--- config.mk ---
export PLATFORM = sky130hd
export DESIGN_NAME = wb_cmd_master
export DESIGN_NICKNAME = d
export VERILOG_FILES = /design/src/rtl/wb_cmd_master.sv
export SDC_FILE = /design/constraint.sdc
export NUM_CORES = 1
export LEC_CHECK = 0
export CAP_MARGIN = 10
export CORE_MARGIN = 2
export CORE_UTILIZATION = 45
export CTS_BUF_LIST = sky130_fd_sc_hd__clkbuf_4
export DETAILED_ROUTE_END_ITERATION = 10
export PLACE_DENSITY = 0.9
export SYNTH_ARGS = -nofsm -noshare
export SYNTH_HDL_FRONTEND = slang
export SYNTH_SLANG_ARGS = --single-unit
--- constraint.sdc ---
create_clock -name clk_i -period 2.03 [get_ports clk_i]
set_input_delay 0.203 -clock clk_i [delete_from_list [all_inputs] [get_ports clk_i]]
set_output_delay 0.203 -clock clk_i [all_outputs]
set_load 0.01 [all_outputs]
--- src/rtl/wb_cmd_master.sv ---
// rtl/wb_cmd_master.sv - single-outstanding Wishbone pipelined command master
module wb_cmd_master #(
  parameter int ADDR_WIDTH = 32,
  parameter int TIMEOUT    = 255,
  parameter int MAX_RETRY  = 3
) (
  input  logic                  clk_i,
  input  logic                  rst_n_i,
  input  logic                  cmd_valid_i,
  output logic                  cmd_ready_o,
  input  logic                  cmd_we_i,
  input  logic [ADDR_WIDTH-1:0] cmd_adr_i,
  input  logic [3:0]            cmd_sel_i,
  input  logic [31:0]           cmd_dat_i,
  output logic                  rsp_valid_o,
  output logic [1:0]            rsp_status_o,
  output logic [31:0]           rsp_dat_o,
  output logic                  wb_cyc_o,
  output logic                  wb_stb_o,
  output logic                  wb_we_o,
  output logic [ADDR_WIDTH-1:0] wb_adr_o,
  output logic [3:0]            wb_sel_o,
  output logic [31:0]           wb_dat_o,
  input  logic                  wb_ack_i,
  input  logic                  wb_err_i,
  input  logic                  wb_rty_i,
  input  logic                  wb_stall_i,
  input  logic [31:0]           wb_dat_i
);

  typedef enum logic [2:0] {
    S_IDLE    = 3'd0,
    S_REQ     = 3'd1,
    S_WAIT    = 3'd2,
    S_BACKOFF = 3'd3,
    S_RESP    = 3'd4
  } state_t;

  localparam logic [1:0]  ST_OK    = 2'b00;
  localparam logic [1:0]  ST_ERR   = 2'b01;
  localparam logic [1:0]  ST_RTY   = 2'b10;
  localparam logic [1:0]  ST_TMO   = 2'b11;
  localparam logic [15:0] TMO_LAST = 16'(TIMEOUT - 1);
  localparam logic [7:0]  RTY_MAX  = 8'(MAX_RETRY);

  state_t                  r_state;
  state_t                  w_state_nxt;
  logic [15:0]             r_tmo_cnt;
  logic [7:0]              r_retry_cnt;
  logic                    r_wb_we;
  logic [ADDR_WIDTH-1:0]   r_wb_adr;
  logic [3:0]              r_wb_sel;
  logic [31:0]             r_wb_dat;
  logic [1:0]              r_rsp_status;
  logic [31:0]             r_rsp_dat;

  logic                    w_active;
  logic                    w_term;
  logic                    w_tmo_hit;
  logic                    w_latch;
  logic                    w_done;
  logic                    w_retry;
  logic [1:0]              w_status;
  logic                    w_cap_dat;
  logic                    w_clr_dat;

  // Bus cycle is live only in REQ/WAIT, so reset drops cyc/stb through the state register.
  assign w_active  = (r_state == S_REQ) || (r_state == S_WAIT);
  assign w_term    = wb_err_i | wb_ack_i | wb_rty_i;
  assign w_tmo_hit = (r_tmo_cnt == TMO_LAST);

  assign cmd_ready_o  = (r_state == S_IDLE);
  assign rsp_valid_o  = (r_state == S_RESP);
  assign wb_cyc_o     = w_active;
  assign wb_stb_o     = (r_state == S_REQ);
  assign wb_we_o      = r_wb_we;
  assign wb_adr_o     = r_wb_adr;
  assign wb_sel_o     = r_wb_sel;
  assign wb_dat_o     = r_wb_dat;
  assign rsp_status_o = r_rsp_status;
  assign rsp_dat_o    = r_rsp_dat;

  // State register
  always_ff @(posedge clk_i or negedge rst_n_i) begin
    if (!rst_n_i) begin
      r_state <= S_IDLE;
    end else begin
      r_state <= w_state_nxt;
    end
  end

  // Next state and termination decode; err beats ack beats rty beats timeout
  always_comb begin
    w_state_nxt = r_state;
    w_latch     = 1'b0;
    w_done      = 1'b0;
    w_retry     = 1'b0;
    w_status    = ST_OK;
    w_cap_dat   = 1'b0;
    w_clr_dat   = 1'b0;
    case (r_state)
      S_IDLE: begin
        if (cmd_valid_i) begin
          w_latch     = 1'b1;
          w_state_nxt = S_REQ;
        end
      end
      S_REQ, S_WAIT: begin
        if (wb_err_i) begin
          w_done   = 1'b1;
          w_status = ST_ERR;
        end else if (wb_ack_i) begin
          w_done   = 1'b1;
          w_status = ST_OK;
          if (r_wb_we) begin
            w_clr_dat = 1'b1;
          end else begin
            w_cap_dat = 1'b1;
          end
        end else if (wb_rty_i) begin
          if (r_retry_cnt < RTY_MAX) begin
            w_retry = 1'b1;
          end else begin
            w_done   = 1'b1;
            w_status = ST_RTY;
          end
        end else if (w_tmo_hit) begin
          w_done   = 1'b1;
          w_status = ST_TMO;
        end else if ((r_state == S_REQ) && !wb_stall_i) begin
          w_state_nxt = S_WAIT;
        end
        if (w_done) begin
          w_state_nxt = S_RESP;
        end else if (w_retry) begin
          w_state_nxt = S_BACKOFF;
        end
      end
      S_BACKOFF: w_state_nxt = S_REQ;
      S_RESP:    w_state_nxt = S_IDLE;
      default:   w_state_nxt = S_IDLE;
    endcase
  end

  // Per-attempt timeout counter, restarted whenever REQ is entered
  always_ff @(posedge clk_i or negedge rst_n_i) begin
    if (!rst_n_i) begin
      r_tmo_cnt <= '0;
    end else if (w_latch || (r_state == S_BACKOFF)) begin
      r_tmo_cnt <= '0;
    end else if (w_active && !w_term) begin
      r_tmo_cnt <= r_tmo_cnt + 16'd1;
    end
  end

  // Latched command and retry count, held across re-issues
  always_ff @(posedge clk_i or negedge rst_n_i) begin
    if (!rst_n_i) begin
      r_wb_we     <= 1'b0;
      r_wb_adr    <= '0;
      r_wb_sel    <= '0;
      r_wb_dat    <= '0;
      r_retry_cnt <= '0;
    end else if (w_latch) begin
      r_wb_we     <= cmd_we_i;
      r_wb_adr    <= cmd_adr_i;
      r_wb_sel    <= cmd_sel_i;
      r_wb_dat    <= cmd_dat_i;
      r_retry_cnt <= '0;
    end else if (w_retry) begin
      r_retry_cnt <= r_retry_cnt + 8'd1;
    end
  end

  // Response status and data; data only moves on an ack, so err/rty/timeout leave it intact
  always_ff @(posedge clk_i or negedge rst_n_i) begin
    if (!rst_n_i) begin
      r_rsp_status <= ST_OK;
      r_rsp_dat    <= '0;
    end else if (w_done) begin
      r_rsp_status <= w_status;
      if (w_cap_dat) begin
        r_rsp_dat <= wb_dat_i;
      end else if (w_clr_dat) begin
        r_rsp_dat <= '0;
      end
    end
  end

endmodule
* Word level (Yosys, flattened, before mapping)
Index checks and enable logic that the tools add are counted.
** Cells by class
- Multiplexer cells :: 44
- Order comparisons :: 1
- Add/subtract/negate cells :: 2
- Equality and inequality tests :: 11
- Bitwise gates (word level) :: 2
- Reductions and logical operators :: 13
** Operators by type and width (number)
- $mux 32 :: 2
- $mux 16 :: 2
- $mux 3 :: 8
- $mux 1 :: 23
- $ne 4x4->1 const B :: 5
- $add 16x1->16 const B :: 1
- $eq 16x8->1 const B :: 1
- $mux 8 :: 2
- $mux 2 :: 6
- $pmux 3 s3 :: 1
- $add 8x1->8 const B :: 1
- $lt 8x2->1 const B :: 1
- $eq 3x2->1 const B :: 2
- $reduce_and 6->1 :: 1
- $reduce_bool 2->1 :: 3
- $eq 3x1->1 const B :: 1
- $eq 3x3->1 const B :: 1
- $logic_not 3->1 :: 1
- $logic_and 1x1->1 :: 2
- $logic_not 1->1 :: 2
- $logic_or 1x1->1 :: 2
- $ne 2x2->1 const B :: 1
- $or 1x1->1 :: 2
- $reduce_and 2->1 :: 1
- $reduce_or 2->1 :: 1
** Storage, ports and cells
- Flip-flop bits (word level) :: 130
- Input bits :: 108

* Longest topological paths before layout
- Depth after elaboration :: 10
- Mapped depth :: 8
- Depth with buffers taken out :: 6

* Worst setup path before layout
Ideal clock, no wire load.
- Kind :: register to register
- Start point :: register r_state[1]
- End point :: register r_wb_dat[10], in the netlist wb_dat_o[10]
- Stages on the path, launching flop included :: 9
- Data arrival time :: 1.793 ns
- Setup time :: 0.065 ns
- Required time :: 1.965 ns
- Setup slack :: 0.172 ns
- Path through :: dfrtp_1 > buf_2 > nor3_1 > and2_1 > clkbuf_1 > buf_2 > buf_2 > nand2_1 > nand2_1
** On the way
- Word-level cells in the longest chain between the ends :: 2
** RTL lines
- start: declaration :: line 46 : state_t r_state;
- start signal: assignment :: line 88 : r_state <= w_state_nxt;
- $logic_not 3->1
- net cmd_ready_o :: line 10 : output logic cmd_ready_o,
- $mux 1 :: line 101 : case (r_state)
- end signal: assignment :: line 168 : r_wb_dat <= cmd_dat_i;
- end: declaration :: line 53 : logic [31:0] r_wb_dat;
The timed path passes the listed nets, and every way through them passes these cells.
A chain may end at the register's enable or synchronous reset.

* Worst setup path in the final report
- Start point :: register r_state[0]
- End point :: register r_rsp_dat[24], in the netlist rsp_dat_o[24]
** On the way
- Word-level cells in the longest chain between the ends :: 5
- Elaborated cells between the ends (all ways) :: 9
- Those cells by class :: eq/ne: 2; mux: 4; reduce/logical: 3
** RTL lines
- $eq 3x1->1 or $eq 3x2->1 (tied branches) :: line 101
- $reduce_or 2->1 (*) :: line 101
- $mux 1 :: line 101
- $reduce_bool 2->1 (no line)
- $reduce_and 2->1 (no line)
- end signal: assignment :: line 183 : r_rsp_dat <= wb_dat_i;
- end: declaration :: line 55 : logic [31:0] r_rsp_dat;
Every way passes the cells marked *; elsewhere a longest branch is shown, timed or not.

==> summary.md <==
| Metric | Value |
|---|---|
| WHS Path Cells | `3` |
| Critical path launch point type | `flip-flop` |
| Final instance area | `about 8000 µm²` |
| Share of the yosys chip area belonging to registers | `0.591` |
| Number of synthesized flops with an enable pin | `0` |
| Final Util | `0.687` |
| Antenna violations before repair | `0` |
| Worst clock skew | `approximately 17 ps` |
| CTS Sinks | `130` |
| Synth async-reset ratio | `1.00` |
| DP Area | `slightly below 8000 µm²` |
| CP required | `2430 ps` |
| TritonRoute pass-1 iters | `5` |
| RePlAce Congestion | `0.861` |
| Peak supply drop | `between 800 and 900 µV` |
| Area grow syn2layout | `49.3%` |
| Fmax | `around 0.51 GHz` |
| Num CTS Buffers | `17` |
| Cell variety after synth | `39` |
| Critical path capture point type | `flip-flop` |
| Bufs on Longest Clock Path | `2` |
| Wire per inst | `15.3 µm` |
| Cell area after synthesis | `5500 µm²` |
| Vias after detailed routing | `just under 5000` |
| Pwr per Cell Area | `1340 nW/µm²` |
| Number of port buffers | `between 200 and 250` |
| H-Tree Depth | `4` |
| Post-Layout Cell Count | `945` |
| Setup CP Type | `flip-flop to flip-flop` |
| DP HPWL | `roughly 11000 µm` |
| Largest net degree at the start of global routing | `just under 80` |
| Layout cell share with drive strength beyond 1 | `0.118` |
| Max Cap Viol | `0` |
| Initial Utilization | `0.460` |
| FF-to-FF path depth | `6` |
| Worst-path fanout max | `32` |
| Worst-margin pin slew | `486 ps` |
| Slowest-stage cell, CP | `dfrtp_2` |
| Root buffer cell | `clkbuf_4` |
| Most frequent cells in the layout | `nand2_1 (217), clkdlybuf4s50_1 (209), dfrtp_1 (128), nor2b_1 (32), mux2_2 (31)` |
| Vias in the first global route | `about 5000` |
| Worst path top cell family by delay | `flip-flops` |
| DRC viols | `0` |
| Syn_area_per_cell | `approximately 10 µm²` |
| Grt ovf | `0` |
| Final worst slack | `just under 80 ps` |
| Row cnt | `40` |
| Cell count along the critical path | `6` |
| Worst slack, placed | `-10.6 ps` |
| Worst-path clk slew | `110 ps` |
| CTS tree | `built` |
| Clk_lat worst skew | `roughly 520 ps` |
| Worst relative slew slack | `0.673` |
| Critical path's largest stage delay | `around 500 ps` |
| Io pins | `about 220` |
| Syn Inst Count | `~550` |
| ANT cells | `0` |
| Crit path cell chain | `buf_4, xnor2_1, or3_1, nor2_2, buf_12, mux2_2` |
| Fin crit share | `0.962` |
| Post-synthesis register bit count | `130` |
| Crit path arrival time | `2350 ps` |
| Die span in x | `between 100 and 150 µm` |
| Status | `completed` |
| Static leakage | `roughly 3.8 nW` |
| Max Slew Vio Count | `0` |
| Final hold vios | `0` |
| Buffers & Inverters on Critical Path | `2` |
| Final setup vio count | `0` |
| Minimum clock period | `just under 2000 ps` |
| Die height | `~110 µm` |
| Dpl cells | `between 900 and 1000` |
| Aggregate routed wire length | `~14000 µm` |
| Worst hold path class | `input pin to flip-flop` |
| Synth Warn # | `0` |
| Die area | `roughly 13000 µm²` |
| DRT iter0 DRCs | `~180` |
| First-pass GRT wire length | `between 20000 and 25000 µm` |
| Main flop type after synthesis | `dfrtp_1` |
| GRT Total Usage | `0.227` |
| Final ANT Viol Nets | `0` |
| Vias per cell | `5.09` |
| Final nets | `896` |
| Commonest non-fill, non-tap cell in the layout | `nand2_1` |
| CORE AREA | `roughly 12000 µm²` |
| Syn nets | `between 600 and 700` |
[state kept, by name, indices dropped and copies added, names as in the netlist]
| name | flops |
|---|---|
| rsp_dat_o | 32 |
| wb_adr_o | 32 |
| wb_dat_o | 32 |
| r_tmo_cnt | 16 |
| r_retry_cnt | 8 |
| wb_sel_o | 4 |
| r_state | 3 |
| rsp_status_o | 2 |
| wb_we_o | 1 |
[through the flow]
stage | hold WS (ps) | setup TNS (ps) | total power (W)
floorplan | -92.6 | 0 | 0.00647
detailed placement | 231 | -25.7 | 0.00948
finish | 204 | 0 | 0.0110
global placement | 229 | 0 | 0.00923
CTS | 146 | 0 | 0.0110
global route | 162 | -2.01 | 0.0117
[worst reg2reg max path, cell delays in order, from the launching register on]
cell	delay [ps]
dfrtp_2	490
buf_4	160
xnor2_1	110
or3_1	350
nor2_2	140
buf_12	210
mux2_2	390
[where the power goes]
part	internal, W	switching, W	total [W]
Combinational	0.00282	0.00237	0.00519
Sequential	0.00361	0.000648	0.00426
Clock	0.000666	0.000857	0.00152
Total	0.00710	0.00387	0.0110
[Yosys cell counts (2+ instances only)]
| cell type | instances | area share |
|---|---|---|
| buf_2 | 4 | 0.0036 |
| nand4_1 | 6 | 0.0068 |
| xor2_1 | 4 | 0.0064 |
| and2_1 | 11 | 0.013 |
| mux2_2 | 31 | 0.063 |
| o31ai_1 | 2 | 0.0027 |
| nor3b_1 | 2 | 0.0027 |
| buf_4 | 3 | 0.0041 |
| nor2b_1 | 32 | 0.036 |
| nand3_1 | 7 | 0.0064 |
| nor4_1 | 2 | 0.0023 |
| a21oi_1 | 14 | 0.013 |
| inv_1 | 7 | 0.0048 |
| clkbuf_1 | 18 | 0.012 |
| nand2_1 | 218 | 0.15 |
| and3_1 | 3 | 0.0034 |
| ha_1 | 3 | 0.0068 |
| and4_1 | 3 | 0.0048 |
| o211ai_1 | 2 | 0.0027 |
| dfrtp_1 | 130 | 0.59 |
| or3_1 | 9 | 0.010 |
| nor3_1 | 6 | 0.0055 |
| nor2_1 | 10 | 0.0068 |
| o21ai_0 | 9 | 0.0082 |
| xnor2_1 | 3 | 0.0048 |
[area by class of cell]
class                      instances  area (µm²)
clock buffer                      23         173
clock inverter                     9        65.1
fill                             908        3750
inverter                           7        26.3
multi-input combinational        391        2120
sequential                       130        3260
tap                              147         184
timing repair buffer             238        2380
[worst paths after layout]
kind                                          start                   endpoint  slack [ps]
hold reg to reg            wb_adr_o[23]$_DFFE_PN0P_   wb_adr_o[23]$_DFFE_PN0P_         480
max in group asynchronous                   rst_n_i     r_state[2]$_DFFE_PN0P_        1420
min in group asynchronous                   rst_n_i   rsp_dat_o[9]$_DFFE_PN0P_         220
hold / removal                        cmd_adr_i[18]   wb_adr_o[18]$_DFFE_PN0P_         200
setup / recovery             r_state[0]$_DFFE_PN0P_  rsp_dat_o[24]$_DFFE_PN0P_          80
setup reg to reg             r_state[0]$_DFFE_PN0P_  rsp_dat_o[24]$_DFFE_PN0P_          80
[logic make-up after synthesis]
logic type	share of synthesized area
AND/OR/NAND/NOR	0.259
buffers and inverters	0.0248
XOR/XNOR	0.0162
adder cells (fa/ha/maj)	0.00683
AO/OA/AOI/OAI	0.0366
flip-flops	0.591
multiplexers	0.0655
[layer usage]
layer	wire length, µm	vias up	GRT usage	share of wire
li1	-	2255	-	-
met1	5520	2339	0.254	0.38
met2	7660	185	0.391	0.53
met3	947	28	0.0709	0.065
met4	354	0	0.111	0.024
met5	0	-	0	0
[what timing repair did]
item / CTS / global route
hold endpoints to repair: 130 / 0
buffers inserted: 1 / 3
setup endpoints to repair: 4 / 2
gates resized for setup: 8 / 3
hold buffers: 1 / 0
Note: power is estimated with default switching activity, not from simulation.
